**src/rtl/ts_sync_detector.sv**
```systemverilog
`default_nettype none
// ============================================================================
//  Module   : ts_sync_detector
//  Purpose  : Byte-level MPEG2-TS packet aligner. Hunts for SYNC_BYTE in a raw
//             byte stream, confirms it at PKT_LEN spacing, and once locked
//             forwards only aligned bytes with byte 0 of each packet marked by
//             `sync`. Drops lock after UNLOCK_COUNT consecutive bad sync slots
//             and keeps a saturating count of lock-loss events.
//  Ports    : clk              - rising-edge clock
//             reset_n          - asynchronous active-low reset
//             valid_in         - data_in carries a byte this cycle
//             data_in[7:0]     - raw TS byte
//             en_reset_counter - synchronous clear of sync_loss_count
//             valid            - aligned byte valid (registered)
//             sync             - output byte is byte 0 of a packet (registered)
//             data[7:0]        - aligned byte (registered)
//             locked           - FSM is in LOCK (registered)
//             sync_loss        - one-cycle pulse when lock is lost
//             sync_loss_count  - lock-loss events, saturating at 255
//  Revision : 1.0 - initial release
// ============================================================================
module ts_sync_detector #(
    parameter int         PKT_LEN      = 188,
    parameter logic [7:0] SYNC_BYTE    = 8'h47,
    parameter int         LOCK_COUNT   = 5,
    parameter int         UNLOCK_COUNT = 3
) (
    input  logic       clk,
    input  logic       reset_n,
    input  logic       valid_in,
    input  logic [7:0] data_in,
    input  logic       en_reset_counter,
    output logic       valid,
    output logic       sync,
    output logic [7:0] data,
    output logic       locked,
    output logic       sync_loss,
    output logic [7:0] sync_loss_count
);

    localparam int c_good_w = $clog2(LOCK_COUNT + 1);
    localparam int c_bad_w  = $clog2(UNLOCK_COUNT + 1);

    localparam logic [c_good_w-1:0] c_lock_cnt   = c_good_w'(LOCK_COUNT);
    localparam logic [c_bad_w-1:0]  c_unlock_cnt = c_bad_w'(UNLOCK_COUNT);
    localparam logic [7:0]          c_last_pos   = 8'(PKT_LEN - 1);

    localparam logic [1:0] c_hunt   = 2'd0;
    localparam logic [1:0] c_verify = 2'd1;
    localparam logic [1:0] c_lock   = 2'd2;

    logic [1:0]          state_q,     state_d;
    logic [7:0]          pos_q,       pos_d;
    logic [c_good_w-1:0] good_cnt_q,  good_cnt_d;
    logic [c_bad_w-1:0]  bad_cnt_q,   bad_cnt_d;
    logic                valid_q,     valid_d;
    logic                sync_q,      sync_d;
    logic [7:0]          data_q,      data_d;
    logic                locked_q,    locked_d;
    logic                sync_loss_q, sync_loss_d;
    logic [7:0]          loss_cnt_q,  loss_cnt_d;

    logic                w_slot;
    logic                w_is_sync;
    logic [7:0]          w_pos_next;
    logic [c_good_w-1:0] w_good_inc;
    logic [c_bad_w-1:0]  w_bad_inc;
    logic                w_lock_done;
    logic                w_unlock;

    assign w_slot     = (pos_q == 8'd0);
    assign w_is_sync  = (data_in == SYNC_BYTE);
    assign w_pos_next = (pos_q == c_last_pos) ? 8'd0 : pos_q + 8'd1;
    assign w_good_inc = good_cnt_q + 1'b1;
    assign w_bad_inc  = bad_cnt_q + 1'b1;

    // The LOCK_COUNT-th good sync byte both completes lock and is forwarded.
    assign w_lock_done = valid_in && (state_q == c_verify) && w_slot &&
                         w_is_sync && (w_good_inc == c_lock_cnt);
    // The bad slot that exhausts the tolerance is swallowed, not forwarded.
    assign w_unlock    = valid_in && (state_q == c_lock) && w_slot &&
                         !w_is_sync && (w_bad_inc == c_unlock_cnt);

    // ------------------------------------------------------------------
    // State register
    // ------------------------------------------------------------------
    always_ff @(posedge clk or negedge reset_n) begin
        if (!reset_n) begin
            state_q     <= c_hunt;
            pos_q       <= 8'd0;
            good_cnt_q  <= '0;
            bad_cnt_q   <= '0;
            valid_q     <= 1'b0;
            sync_q      <= 1'b0;
            data_q      <= 8'd0;
            locked_q    <= 1'b0;
            sync_loss_q <= 1'b0;
            loss_cnt_q  <= 8'd0;
        end else begin
            state_q     <= state_d;
            pos_q       <= pos_d;
            good_cnt_q  <= good_cnt_d;
            bad_cnt_q   <= bad_cnt_d;
            valid_q     <= valid_d;
            sync_q      <= sync_d;
            data_q      <= data_d;
            locked_q    <= locked_d;
            sync_loss_q <= sync_loss_d;
            loss_cnt_q  <= loss_cnt_d;
        end
    end

    // ------------------------------------------------------------------
    // Next-state logic: alignment FSM, packet position and run counters
    // ------------------------------------------------------------------
    always_comb begin
        state_d    = state_q;
        pos_d      = pos_q;
        good_cnt_d = good_cnt_q;
        bad_cnt_d  = bad_cnt_q;
        if (valid_in) begin
            case (state_q)
                c_hunt: begin
                    // The candidate sync byte is position 0, so the next
                    // accepted byte is position 1.
                    if (w_is_sync) begin
                        state_d    = c_verify;
                        pos_d      = 8'd1;
                        good_cnt_d = c_good_w'(1);
                    end
                end
                c_verify: begin
                    pos_d = w_pos_next;
                    if (w_slot) begin
                        if (w_is_sync) begin
                            good_cnt_d = w_good_inc;
                            if (w_lock_done) begin
                                state_d   = c_lock;
                                bad_cnt_d = '0;
                            end
                        end else begin
                            state_d    = c_hunt;
                            good_cnt_d = '0;
                            pos_d      = 8'd0;
                        end
                    end
                end
                c_lock: begin
                    pos_d = w_pos_next;
                    if (w_slot) begin
                        if (w_is_sync) begin
                            bad_cnt_d = '0;
                        end else if (w_unlock) begin
                            state_d    = c_hunt;
                            good_cnt_d = '0;
                            bad_cnt_d  = '0;
                            pos_d      = 8'd0;
                        end else begin
                            bad_cnt_d = w_bad_inc;
                        end
                    end
                end
                default: begin
                    state_d    = c_hunt;
                    pos_d      = 8'd0;
                    good_cnt_d = '0;
                    bad_cnt_d  = '0;
                end
            endcase
        end
    end

    // ------------------------------------------------------------------
    // Output logic (registered through the state register process)
    // ------------------------------------------------------------------
    always_comb begin
        valid_d     = 1'b0;
        sync_d      = 1'b0;
        data_d      = data_q;
        locked_d    = (state_d == c_lock);
        sync_loss_d = w_unlock;
        // A tolerated bad slot is still marked sync to keep packet framing.
        if (w_lock_done || (valid_in && (state_q == c_lock) && !w_unlock)) begin
            valid_d = 1'b1;
            sync_d  = w_slot;
            data_d  = data_in;
        end
        if (en_reset_counter) begin
            loss_cnt_d = 8'd0;
        end else if (w_unlock && (loss_cnt_q != 8'hFF)) begin
            loss_cnt_d = loss_cnt_q + 8'd1;
        end else begin
            loss_cnt_d = loss_cnt_q;
        end
    end

    assign valid           = valid_q;
    assign sync            = sync_q;
    assign data            = data_q;
    assign locked          = locked_q;
    assign sync_loss       = sync_loss_q;
    assign sync_loss_count = loss_cnt_q;

endmodule
`default_nettype wire

```
**config.mk**
```make
export PLATFORM = sky130hd
export DESIGN_NAME = ts_sync_detector
export DESIGN_NICKNAME = d
export VERILOG_FILES = /design/src/rtl/ts_sync_detector.sv
export SDC_FILE = /design/constraint.sdc
export NUM_CORES = 1
export LEC_CHECK = 0
export BUFFER_PORTS_ARGS = -buffer_cell sky130_fd_sc_hd__buf_2
export CELL_PAD_IN_SITES_DETAIL_PLACEMENT = 1
export CELL_PAD_IN_SITES_GLOBAL_PLACEMENT = 2
export CORE_MARGIN = 2
export CORE_UTILIZATION = 39
export CTS_CLUSTER_DIAMETER = 30
export CTS_CLUSTER_SIZE = 40
export DETAILED_ROUTE_END_ITERATION = 8
export PLACE_DENSITY_LB_ADDON = 0.1
export SLEW_MARGIN = 20
export SYNTH_ARGS = -nofsm -noshare
export SYNTH_HDL_FRONTEND = slang
export SYNTH_SLANG_ARGS = --single-unit
```
**constraint.sdc**
```tcl
create_clock -name clk -period 5.25 [get_ports clk]
set_input_delay 1.05 -clock clk [delete_from_list [all_inputs] [get_ports clk]]
set_output_delay 1.05 -clock clk [all_outputs]
set_load 0.005 [all_outputs]
```
==> key figures, run 1 <==
Run status
  – Status: finished clean

CTS
  – CTS tree: done
  – Hold Buf Count CTS: 0
  – # Post-CTS Setup Buffers: 0
  – # clock sinks: 35
  – Clock root cell: clkbuf_8
  – Resized cells post-CTS: 0
  – Clock buffer depth: 2
  – Clock slew at reported path FFs: 70 ps
  – CTS buffer count: 5
  – CTS H-tree depth: 2
  – Clk_lat worst skew: 290 ps

Placement
  – Port-buffer cells: 31
  – Post-DP HPWL: roughly 4.0 mm
  – Placer Congestion: 0.787
  – Setup WS pre-CTS: 2120 ps

Floorplanning
  – Core Region: 5140 µm²
  – Die Height: just under 80 µm
  – FP Rows: 26
  – Die Width: roughly 77 µm
  – Die area: 5960 µm²
  – Starting Density: 0.407
  – Ports: 32

Routing
  – Via Count: about 1700
  – Post-Route WL: 5.37 mm
  – DRC errors left: 0
  – Wire length per cell: 17.8 µm
  – Routed Antenna Nets: 0
  – DR pass1 iterations: 4
  – Vias per Instance: around 5.5
  – Number of DRC markers after the initial detailed-route iteration: between 80 and 90

Run
  – Max Cap Viol: 0

STA
  – RSZ-0062 raised after global routing: no
  – Tcrit/Tclk final: 0.536
  – Fin. Hold Viols: 0
  – Final setup fails: 0
  – Fmax: approximately 0.36 GHz
  – Final Skew: 5.82 ps
  – Final WS setup: about 2400 ps
  – Slew Viols, Final: 0
  – Rel. slew slack: 0.448
  – Setup TNS: 0 ps
  – Fin crit period: 2810 ps
  – Worst slew pin tran: approximately 820 ps

Finish
  – # diodes: 0
  – Synthesis-to-finish area growth: 16.4%
  – Multi-input gate area: between 1000 and 1500 µm²
  – Sequential cell area: ~880 µm²
  – Share of layout cells above drive strength 1: 0.273
  – Nets@finish: ~250
  – Fill count: 611

Logic synthesis
  – Yosys cell types: a little under 60
  – Post-synth top area cell: dfrtp_1
  – Mapped cell area: roughly 2100 µm²
  – Synth async-reset ratio: 1.00
  – Largest cells by area after synthesis: dfrtp_1 42%, mux2_4 5.0%, ha_1 3.6%
  – Yosys reg bits: 35
  – Prevailing post-synth register cell: dfrtp_1
  – Register area share after synthesis: 0.419
  – Synth top area share: 0.419
  – Ys Warns: 0
  – EDFF count, synth: 0
  – Synth Area per Inst: between 10 and 15 µm²
  – Synthesized net count: between 200 and 250
  – Post-Synthesis Cells: 198

Global routing
  – GR peak layer: met2
  – Grt met1 use: 0.240
  – Overall Global Routing Usage: 0.195
  – Vias in the first global route: ~1800
  – Largest net degree at the start of global routing: 36
  – First-pass GRT wire length: ~9.2 mm
  – Initial antenna violation count: 0
  – Met3 usage: 0.0318
  – Overflow after GRT: 0
  – Met2 GRT Util: 0.349

Critical path
  – R2r setup slk: ~2600 ps
  – Worst endpoint required time: about 5400 ps
  – FF-to-FF Start: pos_q[0]
  – CP max FO: 19
  – WP data arrival: about 3000 ps
  – Element type at the critical path start: input pin
  – Worst R2R End: data[0]
  – Crit end category: flop
  – Setup CP Type: in -> reg
  – Worst R2R Path Depth: 7

Power
  – Leak: between 1 and 1.5 nW
  – Int Pwr: approximately 0.56 mW
  – Power Total: 0.784 mW
  – Combinational power share: 0.217
  – Sequential Power Share: 0.416
  – Sw Ratio: 0.285
  – VDD IR-drop max: ~0.16 mV
  – Clk pwr share: 0.367
  – Switching power: ~0.22 mW
  – Pwr Density: ~320 nW/µm²

Hold path
  – Type of the worst min-delay path: reg -> reg
  – Hold Startpoint: data[2]
  – Hold Path Sink: data[2]
  – Hold path cells: 1
critical path, cell delays in order:
cell and delay [ps]:
buf_2 300, and3b_1 380, nand3_4 140, a22oi_2 700, mux2_2 410
logic make-up after synthesis:
group | count (synthesis) | synth area share
adder cells (fa/ha/maj) | 6 | 0.0359
buffers and inverters | 20 | 0.0407
multiplexers | 17 | 0.101
AO/OA/AOI/OAI | 39 | 0.147
flip-flops | 35 | 0.419
XOR/XNOR | 4 | 0.0168
AND/OR/NAND/NOR | 77 | 0.240
power groups by stage:
stage | Sequential [mW] | Clock (mW) | Combinational, mW
finish | 0.327 | 0.288 | 0.170
global route | 0.332 | 0.307 | 0.189
CTS | 0.327 | 0.295 | 0.172
detailed placement | 0.332 | 0 | 0.170
global placement | 0.330 | 0 | 0.162
floorplan | 0.319 | 0 | 0.123
per-stage QoR:
step                      hold WS [ps]  instances  cell area [µm²]  utilization
after floorplan                    499        198             2090            -
after global placement             489        293             2300        0.447
after detailed placement           494        293             2300        0.447
after CTS                          517        301             2430        0.473
after global routing               531        301             2430        0.473
final                              517        301             2430        0.473
registers in the layout, summed over array words and instances, names as in the netlist:
name,flops
bad_cnt_q,2
data,8
good_cnt_q,3
locked,1
pos_q,8
state_q,2
sync,1
sync_loss,1
sync_loss_count,8
valid,1
cells in the mapped netlist (3+ instances only):
cell / n
a21oi_1: 3
and2_1: 3
and3_1: 11
clkbuf_1: 3
dfrtp_1: 35
ha_1: 6
inv_1: 14
mux2_2: 3
mux2_4: 7
mux2i_1: 6
nand2_1: 15
nand3_1: 7
nand4_1: 3
nor2_1: 12
nor2b_1: 4
o2111ai_1: 3
o211ai_1: 4
o21ai_0: 9
o31ai_1: 3
xnor2_1: 3
per-layer routing:
layer / wire (µm) / vias up
li1: - / 791
met1: 2380 / 847
met2: 2830 / 19
met3: 114 / 7
met4: 53 / 0
met5: 0 / -
cell usage in the layout, fill, tap and decap left out, drive strengths merged, types with 3 or more instances in the layout:
master    n
nand4     3
nor2     13
inv      14
nand3     8
nor4b     4
xnor2     3
nor3      4
and3     11
o21ai    10
clkbuf    6
o31ai     4
mux2     11
o211ai    4
o2111ai   3
ha        6
nor2b     4
mux2i     6
a21oi     3
and2      3
dfrtp    35
buf      31
nand2    15
how the worst max path moves through the flow:
| stage | from | endpoint | slack [ps] |
|---|---|---|---|
| 3_3_place_gp | valid_in | data[0] | 2260 |
| 3_5_place_dp | valid_in | data[0] | 2120 |
| 4_1_cts | valid_in | data[0] | 2430 |
| 5_1_grt | data_in[3] | data[7] | 2320 |
| 2_1_floorplan | data_in[3] | data[1] | 2620 |
| 6_report | valid_in | data[0] | 2440 |
layout make-up:
cell class,count,area share
clock inverter,2,0.0247
timing repair buffer,31,0.0638
inverter,14,0.0216
multi-input combinational,143,0.464
clock buffer,6,0.0298
tap,70,0.0360
sequential,35,0.360
No activity file was read; power rests on OpenSTA's default activity.
==> run 2, diff against run 1 <==
ABC_AREA = 1   (was not set)
CORE_UTILIZATION = 32   (was 39)
clock period = 2.8 ns   (was 5.25 ns; I/O delays follow)
==> key figures, run 2 <==
Run status
  – Status: finished clean (unchanged)

Routing
  – DR pass1 iterations: 5 (was 4)
  – DRC errors left: 0 (unchanged)
  – Post-Route WL: 5.34 mm (was 5.37 mm)
  – Vias per Instance: 4.74 (was 5.53)
  – Routed Antenna Nets: 0 (unchanged)
  – Wire length per cell: 13.5 µm (was 17.8 µm)
  – Number of DRC markers after the initial detailed-route iteration: 51 (was 81)
  – Via Count: 1880 (was 1664)

Logic synthesis
  – Post-Synthesis Cells: 284 (was 198)
  – Register area share after synthesis: 0.413 (was 0.419)
  – Synth top area share: 0.413 (was 0.419)
  – Ys Warns: 0 (unchanged)
  – Top cells by count, synth: 87 x nand2_1, 40 x inv_1, 35 x dfrtp_1 (was 35 x dfrtp_1, 15 x nand2_1, 14 x inv_1)
  – Synth Area per Inst: 7.47 µm² (was 10.6 µm²)
  – Synthesized net count: 302 (was 216)
  – Prevailing post-synth register cell: dfrtp_1 (unchanged)
  – Cell with the most instances after synthesis: nand2_1 (was dfrtp_1)
  – Mapped cell area: 2120 µm² (was 2090 µm²)
  – Largest cells by area after synthesis: dfrtp_1 41%, nand2_1 15%, nand3_1 7.8% (was dfrtp_1 42%, mux2_4 5.0%, ha_1 3.6%)
  – Post-synth top area cell: dfrtp_1 (unchanged)
  – Synth async-reset ratio: 1.00 (unchanged)
  – EDFF count, synth: 0 (unchanged)
  – Yosys cell types: 22 (was 58)
  – Yosys reg bits: 35 (unchanged)

Finish
  – Most frequent cells in the layout: 87 x nand2_1, 40 x inv_1, 35 x dfrtp_1, 33 x nand3_1, 31 x buf_2 (was 35 x dfrtp_1, 31 x buf_2, 15 x nand2_1, 14 x inv_1, 12 x nor2_1)
  – Synthesis-to-finish area growth: 14.4% (was 16.4%)
  – Most common cell after layout, fill and taps aside: nand2_1 (was dfrtp_1)
  – # diodes: 0 (unchanged)
  – Cell area after layout: 2430 µm² (about the same)
  – Final non-filler cell total: 397 (was 301)
  – Share of layout cells above drive strength 1: 0.181 (was 0.273)
  – Nets@finish: 337 (was 248)

CTS
  – CTS buffer count: 5 (unchanged)
  – Clock root cell: clkbuf_8 (unchanged)
  – Clock slew at reported path FFs: 70 ps (about the same)
  – # clock sinks: 35 (unchanged)
  – # Post-CTS Setup Buffers: 0 (unchanged)
  – Hold Buf Count CTS: 0 (unchanged)
  – Clk_lat worst skew: 290 ps (about the same)
  – Resized cells post-CTS: 0 (unchanged)
  – CTS H-tree depth: 2 (unchanged)
  – Clock buffer depth: 2 (unchanged)
  – CTS tree: done (unchanged)

STA
  – RSZ-0062 raised after global routing: no (unchanged)
  – Final setup fails: 0 (unchanged)
  – Setup TNS: 0 ps (unchanged)
  – Worst slew pin tran: 830 ps (was 824 ps)
  – Slew Viols, Final: 0 (unchanged)
  – Final Skew: 3.88 ps (was 5.82 ps)
  – Fmax: slightly below 0.6 GHz
  – Tcrit/Tclk final: 0.611
  – Rel. slew slack: 0.446 (was 0.448)
  – Fin. Hold Viols: 0 (unchanged)
  – Fin crit period: 1710 ps

Critical path
  – Buf+Inv Stages, Crit Path: 2 (was 1)
  – Cell family with most CP delay: simple AND/OR/NAND/NOR gates (was compound AO/OA/AOI/OAI gates)
  – Worst R2R End: bad_cnt_q[1] (was data[0])
  – FF-to-FF Start: pos_q[0] (unchanged)
  – Critical Path Max Stage Delay: 300 ps (was 700 ps)
  – Crit end category: flop (unchanged)
  – Cell mode on critical path: nand2_1
  – Worst endpoint required time: 3030 ps (was 5420 ps)
  – Worst R2R Path Depth: 9 (was 7)
  – Ordered list of cells on the worst path: buf_2 -> inv_1 -> nand2_1 -> nor2_1 -> nand3_1 -> nand2_2 -> nand2_1 -> nor2_4 -> nand3_1 -> nand2_1 (was buf_2 -> and3b_1 -> nand3_4 -> a22oi_2 -> mux2_2)
  – R2r setup slk: 1090 ps (was 2590 ps)
  – Element type at the critical path start: input pin (unchanged)
  – Slowest cell on crit path: nand2_2 (was a22oi_2)
  – WP data arrival: 1940 ps (was 2980 ps)
  – Setup CP Type: in -> reg (unchanged)
  – CP max FO: 11 (was 19)

Global routing
  – Met2 GRT Util: 0.268 (was 0.349)
  – Grt met1 use: 0.214 (was 0.240)
  – First-pass GRT wire length: 9.33 mm (was 9.24 mm)
  – Initial antenna violation count: 0 (unchanged)
  – Largest net degree at the start of global routing: 36 (unchanged)
  – GR peak layer: met2 (unchanged)
  – Overflow after GRT: 0 (unchanged)
  – Met3 usage: 0.0302 (was 0.0318)
  – Vias in the first global route: 1948 (was 1817)
  – Overall Global Routing Usage: 0.161 (was 0.195)

Floorplanning
  – Die Height: 85.4 µm (was 77.2 µm)
  – Starting Density: 0.332 (was 0.407)
  – Die area: 7300 µm² (was 5960 µm²)
  – Die Width: 85.4 µm (was 77.2 µm)
  – Core Region: 6390 µm² (was 5140 µm²)
  – FP Rows: 29 (was 26)
  – Ports: 32 (unchanged)

Power
  – Combinational power share: 0.246 (was 0.217)
  – Sequential Power Share: 0.466 (was 0.416)
  – Clk pwr share: 0.288 (was 0.367)
  – Sw Ratio: 0.339 (was 0.285)
  – Pwr Density: 520 nW/µm² (was 322 nW/µm²)
  – Switching power: 0.428 mW (was 0.223 mW)
  – Leak: 1.35 nW (was 1.18 nW)
  – VDD IR-drop max: 0.220 mV (was 0.164 mV)
  – Power Total: 1.26 mW (was 0.784 mW)
  – Int Pwr: 0.835 mW (was 0.561 mW)

Placement
  – Port-buffer cells: 31 (unchanged)
  – Placed cell area: 2350 µm² (was 2300 µm²)
  – Placer Congestion: 0.746 (was 0.787)
  – Placed cells: 389 (was 293)
  – Post-DP HPWL: 4.05 mm (was 3.98 mm)

Run
  – Max Cap Viol: 0 (unchanged)

Hold path
  – Type of the worst min-delay path: in -> async (was reg -> reg)
==> run 2: worst max path at each step <==
stage / slack, ps / cells after the start / end / start
after floorplan: 1270 / 10 / data[0] / data_in[7]
after global placement: 810 / 10 / pos_q[4] / data_in[4]
after detailed placement: 790 / 10 / pos_q[1] / data_in[7]
after CTS: 1080 / 9 / bad_cnt_q[0] / pos_q[0]
after global routing: 950 / 10 / pos_q[0] / data_in[7]
final: 1090 / 10 / pos_q[1] / data_in[7]
==> run 2: logic make-up (layout without fill, tap and decap cells) <==
kind of cell / after synthesis / after routing / synth area share
DFF: 35 / 35 / 0.413
buffers and inverters: 45 / 81 / 0.0890
adders and majority gates: 6 / 6 / 0.0354
xor gates and xnor gates: 8 / 8 / 0.0330
and+or+nand+nor: 176 / 176 / 0.394
AOI/OAI and AO/OA: 14 / 14 / 0.0354
==> run 2: final cells by class <==
type                    count  area [µm²]
flip-flops and latches     35         876
clock inverters             1        5.00
fillers                   826        3960
well taps                  77        96.3
clock buffers               7        76.3
inverters                  42         163
repair buffers             31         155
multi-input cells         204        1060
==> run 2: layer usage <==
layer / vias up / part of all wire / routed length, µm
li1: 953 / - / -
met3: 6 / 0.034 / 184
met1: 883 / 0.48 / 2550
met2: 38 / 0.48 / 2550
met4: 0 / 0.011 / 57
met5: - / 0 / 0
==> run 2: power by group through the flow <==
| stage | clock network (mW) | registers [mW] | logic, mW |
|---|---|---|---|
| finish | 0.363 | 0.589 | 0.310 |
| global route | 0.399 | 0.598 | 0.354 |
| CTS | 0.379 | 0.590 | 0.317 |
| detailed placement | 0 | 0.600 | 0.314 |
| global placement | 0 | 0.600 | 0.315 |
| floorplan | 0 | 0.598 | 0.200 |
==> run 2: metrics by stage <==
step	utilization	setup slack, ps	hold WS, ps
after floorplan	-	1270	264
after global placement	0.368	807	454
after detailed placement	0.368	789	457
after CTS	0.380	1080	416
after global routing	0.380	946	434
final	0.380	1090	371
